<file path="src/rtl/rv32i_types.sv">
// Shared RV32I pipeline types and constants used by the fetch front-end.
package rv32i_types;

  typedef enum logic [1:0] {
    RESET    = 2'd0,
    FETCH    = 2'd1,
    BUFFERED = 2'd2,
    FLUSH    = 2'd3
  } fetch_state_t;

  localparam logic [31:0] RV32I_NOP        = 32'h0000_0013;
  localparam logic [31:0] DEFAULT_RESET_PC = 32'h0000_0060;

endpackage

</file>
<file path="src/rtl/if_skid_buffer.sv">
// One-entry {pc, inst} holding register; parks a fetched instruction while ID stalls.
module if_skid_buffer (
  input  logic        clk,
  input  logic        rst,
  input  logic        load,
  input  logic        clear,
  input  logic [31:0] load_pc,
  input  logic [31:0] load_inst,
  output logic        valid,
  output logic [31:0] pc,
  output logic [31:0] inst
);

  // clear wins over load so a redirect can never leave a stale entry behind
  always_ff @(posedge clk or negedge rst) begin
    if (!rst) begin
      valid <= 1'b0;
      pc    <= 32'h0;
      inst  <= 32'h0;
    end else if (clear) begin
      valid <= 1'b0;
    end else if (load) begin
      valid <= 1'b1;
      pc    <= load_pc;
      inst  <= load_inst;
    end
  end

endmodule

</file>
<file path="src/rtl/fetch_unit.sv">
// IF stage front-end: owns the fetch PC, the instruction-cache handshake and the IF/ID register.
// Cache handshake: inst_read/inst_addr stay constant from request until the inst_resp pulse.
module fetch_unit
  import rv32i_types::*;
#(
  parameter logic [31:0] RESET_PC = DEFAULT_RESET_PC,
  parameter logic [31:0] NOP_INST = RV32I_NOP
) (
  input  logic        clk,
  input  logic        rst,
  input  logic        stall,
  input  logic        redirect,
  input  logic [31:0] redirect_pc,
  output logic [31:0] inst_addr,
  output logic        inst_read,
  input  logic [31:0] inst_rdata,
  input  logic        inst_resp,
  output logic        if_valid,
  output logic [31:0] if_pc,
  output logic [31:0] if_inst,
  output logic [1:0]  dbg_state
);

  fetch_state_t state;
  logic [31:0]  fetch_pc;
  logic [31:0]  flush_addr;
  logic         ifid_valid;
  logic [31:0]  ifid_pc;
  logic [31:0]  ifid_inst;

  logic         buf_load;
  logic         buf_clear;
  logic         buf_valid;
  logic [31:0]  buf_pc;
  logic [31:0]  buf_inst;
  logic [31:0]  redirect_target;

  assign redirect_target = {redirect_pc[31:2], 2'b00};

  if_skid_buffer u_skid (
    .clk       (clk),
    .rst       (rst),
    .load      (buf_load),
    .clear     (buf_clear),
    .load_pc   (fetch_pc),
    .load_inst (inst_rdata),
    .valid     (buf_valid),
    .pc        (buf_pc),
    .inst      (buf_inst)
  );

  always_comb begin
    buf_load  = 1'b0;
    buf_clear = 1'b0;
    if (state != RESET && redirect)
      buf_clear = 1'b1;
    else if (state == FETCH && inst_resp && stall && ifid_valid)
      buf_load = 1'b1;
    else if (state == BUFFERED && !stall)
      buf_clear = 1'b1;
  end

  always_ff @(posedge clk or negedge rst) begin
    if (!rst) begin
      state      <= RESET;
      fetch_pc   <= RESET_PC;
      flush_addr <= RESET_PC;
      ifid_valid <= 1'b0;
      ifid_pc    <= 32'h0;
      ifid_inst  <= NOP_INST;
    end else begin
      case (state)
        RESET: state <= FETCH;
        FETCH: begin
          if (redirect) begin
            ifid_valid <= 1'b0;
            fetch_pc   <= redirect_target;
            // request still outstanding: keep its address on the bus until it returns
            if (!inst_resp) begin
              state      <= FLUSH;
              flush_addr <= fetch_pc;
            end
          end else if (inst_resp) begin
            fetch_pc <= fetch_pc + 32'd4;
            if (!stall || !ifid_valid) begin
              ifid_valid <= 1'b1;
              ifid_pc    <= fetch_pc;
              ifid_inst  <= inst_rdata;
            end else begin
              state <= BUFFERED;
            end
          end else if (!stall) begin
            ifid_valid <= 1'b0;
          end
        end
        BUFFERED: begin
          if (redirect) begin
            ifid_valid <= 1'b0;
            fetch_pc   <= redirect_target;
            state      <= FETCH;
          end else if (!stall) begin
            ifid_valid <= buf_valid;
            ifid_pc    <= buf_pc;
            ifid_inst  <= buf_inst;
            state      <= FETCH;
          end
        end
        FLUSH: begin
          if (redirect) begin
            ifid_valid <= 1'b0;
            fetch_pc   <= redirect_target;
          end else if (!stall) begin
            ifid_valid <= 1'b0;
          end
          if (inst_resp) state <= FETCH;
        end
        default: state <= RESET;
      endcase
    end
  end

  assign inst_read = (state == FLUSH) || (state == FETCH && !buf_valid);
  assign inst_addr = (state == FLUSH) ? flush_addr : fetch_pc;
  assign if_valid  = ifid_valid;
  assign if_pc     = ifid_pc;
  assign if_inst   = ifid_valid ? ifid_inst : NOP_INST;
  assign dbg_state = state;

endmodule

</file>
<file path="config.mk">
export PLATFORM = sky130hd
export DESIGN_NAME = fetch_unit
export DESIGN_NICKNAME = d
export VERILOG_FILES = /design/src/rtl/rv32i_types.sv /design/src/rtl/if_skid_buffer.sv /design/src/rtl/fetch_unit.sv
export SDC_FILE = /design/constraint.sdc
export NUM_CORES = 1
export LEC_CHECK = 0
export BUFFER_PORTS_ARGS = -buffer_cell sky130_fd_sc_hd__buf_4
export CAP_MARGIN = 20
export CORE_MARGIN = 1.5
export CORE_UTILIZATION = 48
export DETAILED_ROUTE_END_ITERATION = 12
export PLACE_DENSITY = 0.67
export SLEW_MARGIN = 5
export SYNTH_ARGS = -nofsm -noshare
export SYNTH_HDL_FRONTEND = slang
export SYNTH_SLANG_ARGS = --single-unit
</file>
<file path="constraint.sdc">
create_clock -name clk -period 4.3 [get_ports clk]
set_clock_uncertainty 0.1 [all_clocks]
set_input_delay 0.86 -clock clk [delete_from_list [all_inputs] [get_ports clk]]
set_output_delay 0.86 -clock clk [all_outputs]
set_load 0.02 [all_outputs]
</file>
# Word level (Yosys, flattened, before mapping)
# Cells that the tools add are included.
# W data, S select, Z words.
# totals
reg_bits	196
output_inout_bits	100
# op_classes
eq_ne	15
n_reduce_logical	24
bitwise	2
n_mux	41
n_addsub	1
# ops
cell	count
$mux W32	15
$pmux W32 S2	3
$add A32 B3 Y32 const B	1
$mux W1	14
$mux W2	7
$ne A3 B3 Y1 const B	4
$ne A2 B2 Y1 const B	5
$reduce_and A3 Y1	3
$pmux W2 S4	1
$reduce_bool A2 Y1	4
$logic_and A1 B1 Y1	6
$reduce_and A6 Y1	1
$reduce_and A5 Y1	1
$eq A2 B2 Y1 const B	2
$ne A2 B1 Y1 const B	2
$ne A4 B3 Y1 const B	1
$logic_not A1 Y1	3
$pmux W1 S3	1
$reduce_bool A3 Y1	1
$eq A2 B1 Y1 const B	1
$logic_not A2 Y1	1
$logic_or A1 B1 Y1	2
$not A1 Y1	2
$reduce_and A2 Y1	1
$reduce_or A2 Y1	1

# Longest topological paths before layout
# Gate-level depths: netlist (run 1).
# logic_depth
depth_word	8
depth_mapped	8

# Hierarchy
# Synthesis (run 1) repeated with hierarchy kept, for this count alone.
# hier_totals
hier_cells	757
area_unflattened_um2	9754.4
# modules_own_cells
module	instances	area_each_um2	cells_each	seq_area_each_um2
fetch_unit	1	7020.5	618	3186.8
if_skid_buffer	1	2733.9	139	1626.6

# Worst setup path after synthesis (run 1)
# Ideal clock, no wire load.
# synth_timing
kind	input-to-reg
from	input redirect
to	register u_skid.inst[24]
setup_slack_ps	1734
arrival_ps	2341
setup_time_ps	125
n_path_buf	3
stages	7
path_cell_list	buf_2 -> nor2_2 -> nand3_1 -> nor2_1 -> buf_2 -> buf_2 -> mux2_2
# synth_between
elab_chain_len	4
word_cells_on_any_way	5
# synth_lines
item	line	text
from (decl)	fetch_unit.sv:12	input logic redirect,
$logic_and A1 B1 Y1 *	fetch_unit.sv:55	if (state != RESET && redirect)
$mux W1	fetch_unit.sv:55	
$not A1 Y1 (no source line)	-	
$reduce_and A2 Y1 (no source line) *	-	
to (signal assigned)	if_skid_buffer.sv:25	inst <= load_inst;
to (decl)	if_skid_buffer.sv:11	output logic [31:0] inst
# Mark *: on every way between the ends. The rest lies on a longest branch, timed or not.
# A chain may end at the register's enable or synchronous reset.

# Worst setup path after layout (run 1)
# layout_timing
from	register state[1], in the netlist dbg_state[1]
to	output inst_addr[31]
# layout_between
elab_chain_len	2
# layout_lines
item	line	text
from (decl)	fetch_unit.sv:24	fetch_state_t state;
from (signal assigned)	fetch_unit.sv:65	state <= RESET;
from (signal assigned)	fetch_unit.sv:73	RESET: state <= FETCH;
from (signal assigned)	fetch_unit.sv:80	state <= FLUSH;
$eq A2 B2 Y1	fetch_unit.sv:123	assign inst_addr = (state == FLUSH) ? flush_addr : fetch_pc;
$mux W32	fetch_unit.sv:123	
to (decl)	fetch_unit.sv:14	output logic [31:0] inst_addr,
# Every way passes these cells.

==> flow_summary.yaml, run 1 <==
clock_tree:
  cts_made_buffers: 17
  postCtsHoldBufs: 0
  post-cts-setup-buffers: 0
  cts-root-buf: "clkbuf_16"
  clockBufferDepth: 2
  cts_tree: "built"
  cts_resized: 0
  clkTransAtPathRegs_ns: 0.07
  clock-sinks: 188
  clk_latency_ns: 0.42
  htreeDepth: 4
floorplanning:
  die_h_um: 140
  die-area_um2: 19700
  initial_core_util_pct: 48.7
  core_um2: 18600
  die_w_um: 140
  pin_count: 169
  rows: 50
logic_synthesis:
  yosysWarnings: 0
  syn-instance-count: 823
  synth-async-reset-ratio_pct: 100
  synth-edff-count: 0
  ys_types: 54
  syn_area_per_cell_um2: 11.0
  yosysSeqAreaShare_pct: 52.1
  synthFlopType: "dfrtp_1"
  synth_area_um2: 9050
  synth-seq-cells: 188
setup_path:
  cp-startpoint: "dbg_state[1]$_DFFE_PN0P_"
  cpPeakStageDelay_ns: 0.55
  path_buf_inv: 2
  cpMaxStageDelayCell: "dfrtp_1"
  reg2regPathDepth: 6
  cp_max_fo: 21
  worst_setup_path_end_kind: "output pin"
  path_cells: "nand2_1, buf_4, mux2_2, buf_4"
  critical-path-top-delay-family: "buffers and inverters"
  crit_type: "flop to output pin"
  endpoint: "inst_addr[31]"
  crit_top_cell: "buf_4"
  r2r-start: "fetch_pc[2]$_DFFE_PN0P_"
  cp.arrival_ns: 2.45
  rr_endpoint: "fetch_pc[28]$_DFFE_PN0P_"
  r2r_slack_ns: 1.74
  crit_required_ns: 3.34
  start_kind: "flop"
  path_depth: 4
sta:
  worst_pin_slew_ns: 0.826
  timing.setup.tns_ns: 0
  max_clock_freq_mhz: 293
  finalHoldViolCount: 0
  setup_violations: 0
  period_share_pct: 79.3
  rsz0062_at_grt: "false"
  slew_viol_final: 0
  min_period_ns: 3.41
  slew_headroom_pct: 45.0
global_routing:
  grt_pass1_vias: 6459
  grt_util_all_layers_pct: 21.4
  gr-total-overflow: 0
  grt_start_max_net_pins: 125
  grt_antenna_before_repair: 0
  grt_pass1_wl_um: 33600
drt:
  dr.pass1.iters: 4
  top_layer_used: "met4"
  drc: 0
  met2_wirelength_um: 9230
  wl_per_cell_um: 16.8
  vias: 6492
  wl_met1_um: 9670
  ant_nets: 0
  vias_per_cell: 5.44
  totalWireLength_um: 20100
  wl_met3_um: 1020
  drt_iter0_markers: 341
place:
  dp.cells: 1159
  place.gp.congestion: 0.806
  numPortBuffers: 162
  dp_hpwl_um: 13200
pwr:
  power.leakage_nw: 4.77
  total_power_mw: 5.56
  power_density_nw_per_um2: 506
  ir_drop_uv: 271
layout:
  nets: 1016
  diodes: 0
  drive_gt1_share_pct: 36.4
  area_growth_syn_to_layout_pct: 21.4
  stdcell_count: 1193
run_status:
  status: "completed"
min_path:
  min_path_type: "primary input to async pin"
run:
  maxCapViolCount: 0
==> cell type report <==
cell class              count  area (um2)
clock buffers              17         425
inverters                   5        18.8
repair buffers            177        1390
clock inverters            15         131
well taps                 234         293
multi-input cells         557        4020
fillers                  1612        7590
flip-flops and latches    188        4710
==> cells in the mapped netlist (2+ instances only) <==
library cell  number  area share [%]
buf_1              8            0.33
nor2_1            19            0.79
clkbuf_1          45             1.9
nand2b_1           7            0.48
buf_4              8            0.66
dfstp_2            7             2.0
a2bb2oi_1          5            0.48
or4_1              3            0.25
nor3b_1            2            0.17
inv_1              5            0.21
a311oi_1           3            0.29
dfrtp_1          181              50
nor3_1             7            0.39
o22ai_1           13            0.90
o21ai_0           55             3.0
o211ai_1           2            0.17
and2_1            30             2.1
buf_2             14            0.77
o31ai_1            5            0.41
or3_1              4            0.28
a21oi_1           36             2.0
nor4_1             3            0.21
nor2b_1            2            0.14
and4_1             3            0.29
nand2_1           87             3.6
mux2i_1           62             6.9
o41ai_1            2            0.19
a22oi_1            3            0.25
a21o_1             2            0.17
mux2_2           122              15
and3_1             4            0.28
nand3_1           22             1.2
o21ai_1           27             1.5
nand4_1            5            0.35
==> metrics by stage <==
step | hold WS [ns] | utilization [%] | setup WS (ns) | area, um2
2_1_floorplan | 0.342 | - | 1.73 | 9060
3_3_place_gp | 0.353 | 55.9 | 1.37 | 10400
3_5_place_dp | 0.363 | 55.9 | 1.34 | 10400
4_1_cts | 0.379 | 58.9 | 0.883 | 10900
5_1_grt | 0.392 | 59.2 | 0.781 | 11000
6_report | 0.362 | 59.2 | 0.889 | 11000
==> layout by cell type (no fill, tap or decap), types with 22 or more instances in the layout <==
cell,synthesis,final
dfrtp_1,181,181
a21oi_1,36,36
buf_4,8,173
nand2_1,87,87
mux2i_1,62,62
o21ai_1,27,27
o21ai_0,55,55
mux2_2,122,122
and2_1,30,30
nand3_1,22,22
==> cells by family after synthesis <==
family,after synthesis,share of synthesized area [%]
muxes,184,22.0
adders and majority gates,1,0.138
AOI/OAI and AO/OA,164,10.5
and+or+nand+nor,204,11.3
DFF,188,52.1
buffers and inverters,81,3.97
other,1,0.0414
==> report_power, final <==
group	total [mW]	internal, mW	switching, mW
clock	1.50	0.762	0.734
sequential	2.61	2.28	0.335
combinational	1.45	0.742	0.712
total	5.56	3.78	1.78
==> registers in the layout, indices dropped and copies added, names as in the netlist <==
register      count
ifid_inst        32
u_skid.inst      32
fetch_pc         30
flush_addr       30
if_pc            30
u_skid.pc        30
dbg_state         2
if_valid          1
u_skid.valid      1
==> worst reg2reg max path, cell delays in order (launching register included) <==
cell,delay [ns]
dfrtp_1,0.48
ha_1,0.29
nand4_1,0.19
or3_1,0.59
or4_4,0.59
o22ai_1,0.13
a21oi_1,0.08
==> metal layers <==
layer  vias up  track usage, %
li1       3165               -
met1      3163            30.3
met2       148            33.2
met3        16            4.75
met4         0            5.98
met5         -               0
==> worst min path at each step <==
stage | from | slack, ns | end | cells after the start
floorplan | ifid_inst[15]$_DFFE_PN0P_ | 0.34 | ifid_inst[15]$_DFFE_PN0P_ | 2
global placement | ifid_inst[22]$_DFFE_PN0P_ | 0.35 | ifid_inst[22]$_DFFE_PN0P_ | 2
detailed placement | ifid_inst[21]$_DFFE_PN0P_ | 0.36 | ifid_inst[21]$_DFFE_PN0P_ | 2
CTS | ifid_inst[21]$_DFFE_PN0P_ | 0.38 | ifid_inst[21]$_DFFE_PN0P_ | 2
global route | ifid_inst[1]$_DFFE_PN1P_ | 0.39 | ifid_inst[1]$_DFFE_PN1P_ | 2
finish | rst | 0.36 | ifid_inst[24]$_DFFE_PN0P_ | 1
No activity file was read; power rests on OpenSTA's default activity.
==> run 2, diff against run 1 <==
==> constraint.sdc (replaced) <==
create_clock -name clk -period 3.2 [get_ports clk]
set_clock_uncertainty 0.1 [all_clocks]
set_input_delay 0.64 -clock clk [delete_from_list [all_inputs] [get_ports clk]]
set_output_delay 0.64 -clock clk [all_outputs]
set_load 0.02 [all_outputs]
==> flow_summary.yaml, run 2 (synthesis gave the netlist of run 1 again) <==
sta:
  period_share_pct: 87.7
  rsz0062_at_grt: "false"
  max_clock_freq_mhz: 356
  min_period_ns: 2.81
  holdWs_ns: 0.115
  finalHoldViolCount: 0
  slew_viol_final: 0
  worst_pin_slew_ns: 0.606
  timing.setup.tns_ns: 0
  slew_headroom_pct: 59.6
  setup_violations: 0
clock_tree:
  cts_made_buffers: 17
  postCtsHoldBufs: 0
  htreeDepth: 4
  clockBufferDepth: 2
  clkTransAtPathRegs_ns: 0.07
  post-cts-setup-buffers: 0
  cts_tree: "built"
  clk_latency_ns: 0.43
  clock-sinks: 188
  cts_resized: 0
  cts-root-buf: "clkbuf_16"
setup_path:
  cp.arrival_ns: 2.07
  worst_setup_path_end_kind: "output pin"
  start_kind: "flop"
  crit_type: "flop to output pin"
  crit_required_ns: 2.46
  cp_max_fo: 21
place:
  dp_hpwl_um: 13500
  place.gp.congestion: 0.825
  numPortBuffers: 162
global_routing:
  gr-total-overflow: 0
  grt_start_max_net_pins: 71
  grt_pass1_vias: 6551
  grt_util_all_layers_pct: 21.9
  grt_pass1_wl_um: 34200
  grt_antenna_before_repair: 0
layout:
  final_cell_mix: "181 x dfrtp_1, 175 x buf_4, 122 x mux2_2"
  drive_gt1_share_pct: 36.3
  area_growth_syn_to_layout_pct: 22.7
  top_regs: "ifid_inst x32, u_skid.inst x32"
  layout_commonest_cell: "dfrtp_1"
  fillers: 1567
  post-route-util_pct: 59.7
  nets: 1019
  diodes: 0
floorplanning:
  die-area_um2: 19700
  pin_count: 169
  rows: 50
  die_h_um: 140
  die_w_um: 140
  initial_core_util_pct: 48.7
  core_um2: 18600
pwr:
  power.leakage_nw: 4.82
  power_density_nw_per_um2: 703
  ir_drop_uv: 417
drt:
  vias: 6543
  dr.pass1.iters: 5
  drt_iter0_markers: 339
  vias_per_cell: 5.47
  drc: 0
  wl_per_cell_um: 17.1
  ant_nets: 0
  totalWireLength_um: 20400
min_path:
  min_path_type: "primary input to async pin"
run:
  maxCapViolCount: 0
run_status:
  status: "completed"
## run 2: cell types whose count changed in the layout (fill, tap and decap cells not counted), sizes merged
cell	before	now
bufinv	0	5
clkinv	5	0
inv	12	9
clkbuf	18	21
buf	176	179
## run 2: critical path: stages (launching register included)
cell and delay [ns]:
dfrtp_1 0.56, nand2_1 0.20, buf_4 0.32, mux2_2 0.40
buf_4 0.16
## run 2: cell type report
type | count | area [um2] | share of cell area (%)
Sequential cell | 188 | 4710 | 42.5
Multi-Input combinational cell | 557 | 4020 | 36.2
Timing Repair Buffer | 180 | 1410 | 12.7
Clock buffer | 20 | 437 | 3.93
Tap cell | 234 | 293 | 2.64
Clock inverter | 12 | 210 | 1.89
Inverter | 5 | 18.8 | 0.169
## run 2: final timing paths
check	startpoint	end	slack, ns	cells after the start
max	dbg_state[0]$_DFFE_PN0P_	inst_addr[2]	0.39	4
min	rst	ifid_inst[25]$_DFFE_PN0P_	0.11	1
max reg2reg	fetch_pc[2]$_DFFE_PN0P_	fetch_pc[26]$_DFFE_PN0P_	0.68	6
min reg2reg	ifid_inst[24]$_DFFE_PN0P_	ifid_inst[24]$_DFFE_PN0P_	0.37	2
max in group asynchronous	rst	fetch_pc[10]$_DFFE_PN0P_	2.11	2
min in group clk	inst_rdata[6]	u_skid.inst[6]$_DFFE_PN0P_	0.35	2
## run 2: through the flow
| stage | setup slack [ns] | total power [mW] | area (um2) | instances |
|---|---|---|---|---|
| 6_report | 0.394 | 7.81 | 11100 | 1196 |
| 3_5_place_dp | 0.600 | 5.54 | 10500 | 1164 |
| 5_1_grt | 0.314 | 8.26 | 11100 | 1196 |
| 2_1_floorplan | 0.854 | 4.75 | 9060 | 826 |
| 3_3_place_gp | 0.630 | 5.47 | 10500 | 1164 |
| 4_1_cts | 0.398 | 7.89 | 11100 | 1196 |
## run 2: power breakdown
group / switching, mW / internal [mW]
clock network: 0.938 / 1.40
logic: 0.961 / 1.00
registers: 0.446 / 3.06
## run 2: routing by layer
layer | vias up | GRT usage, % | share of wire, %
li1 | 3169 | - | -
met1 | 3192 | 29.9 | 47
met2 | 166 | 35.2 | 47
met3 | 16 | 4.48 | 5.1
met4 | 0 | 6.48 | 1.1
met5 | - | 0 | 0
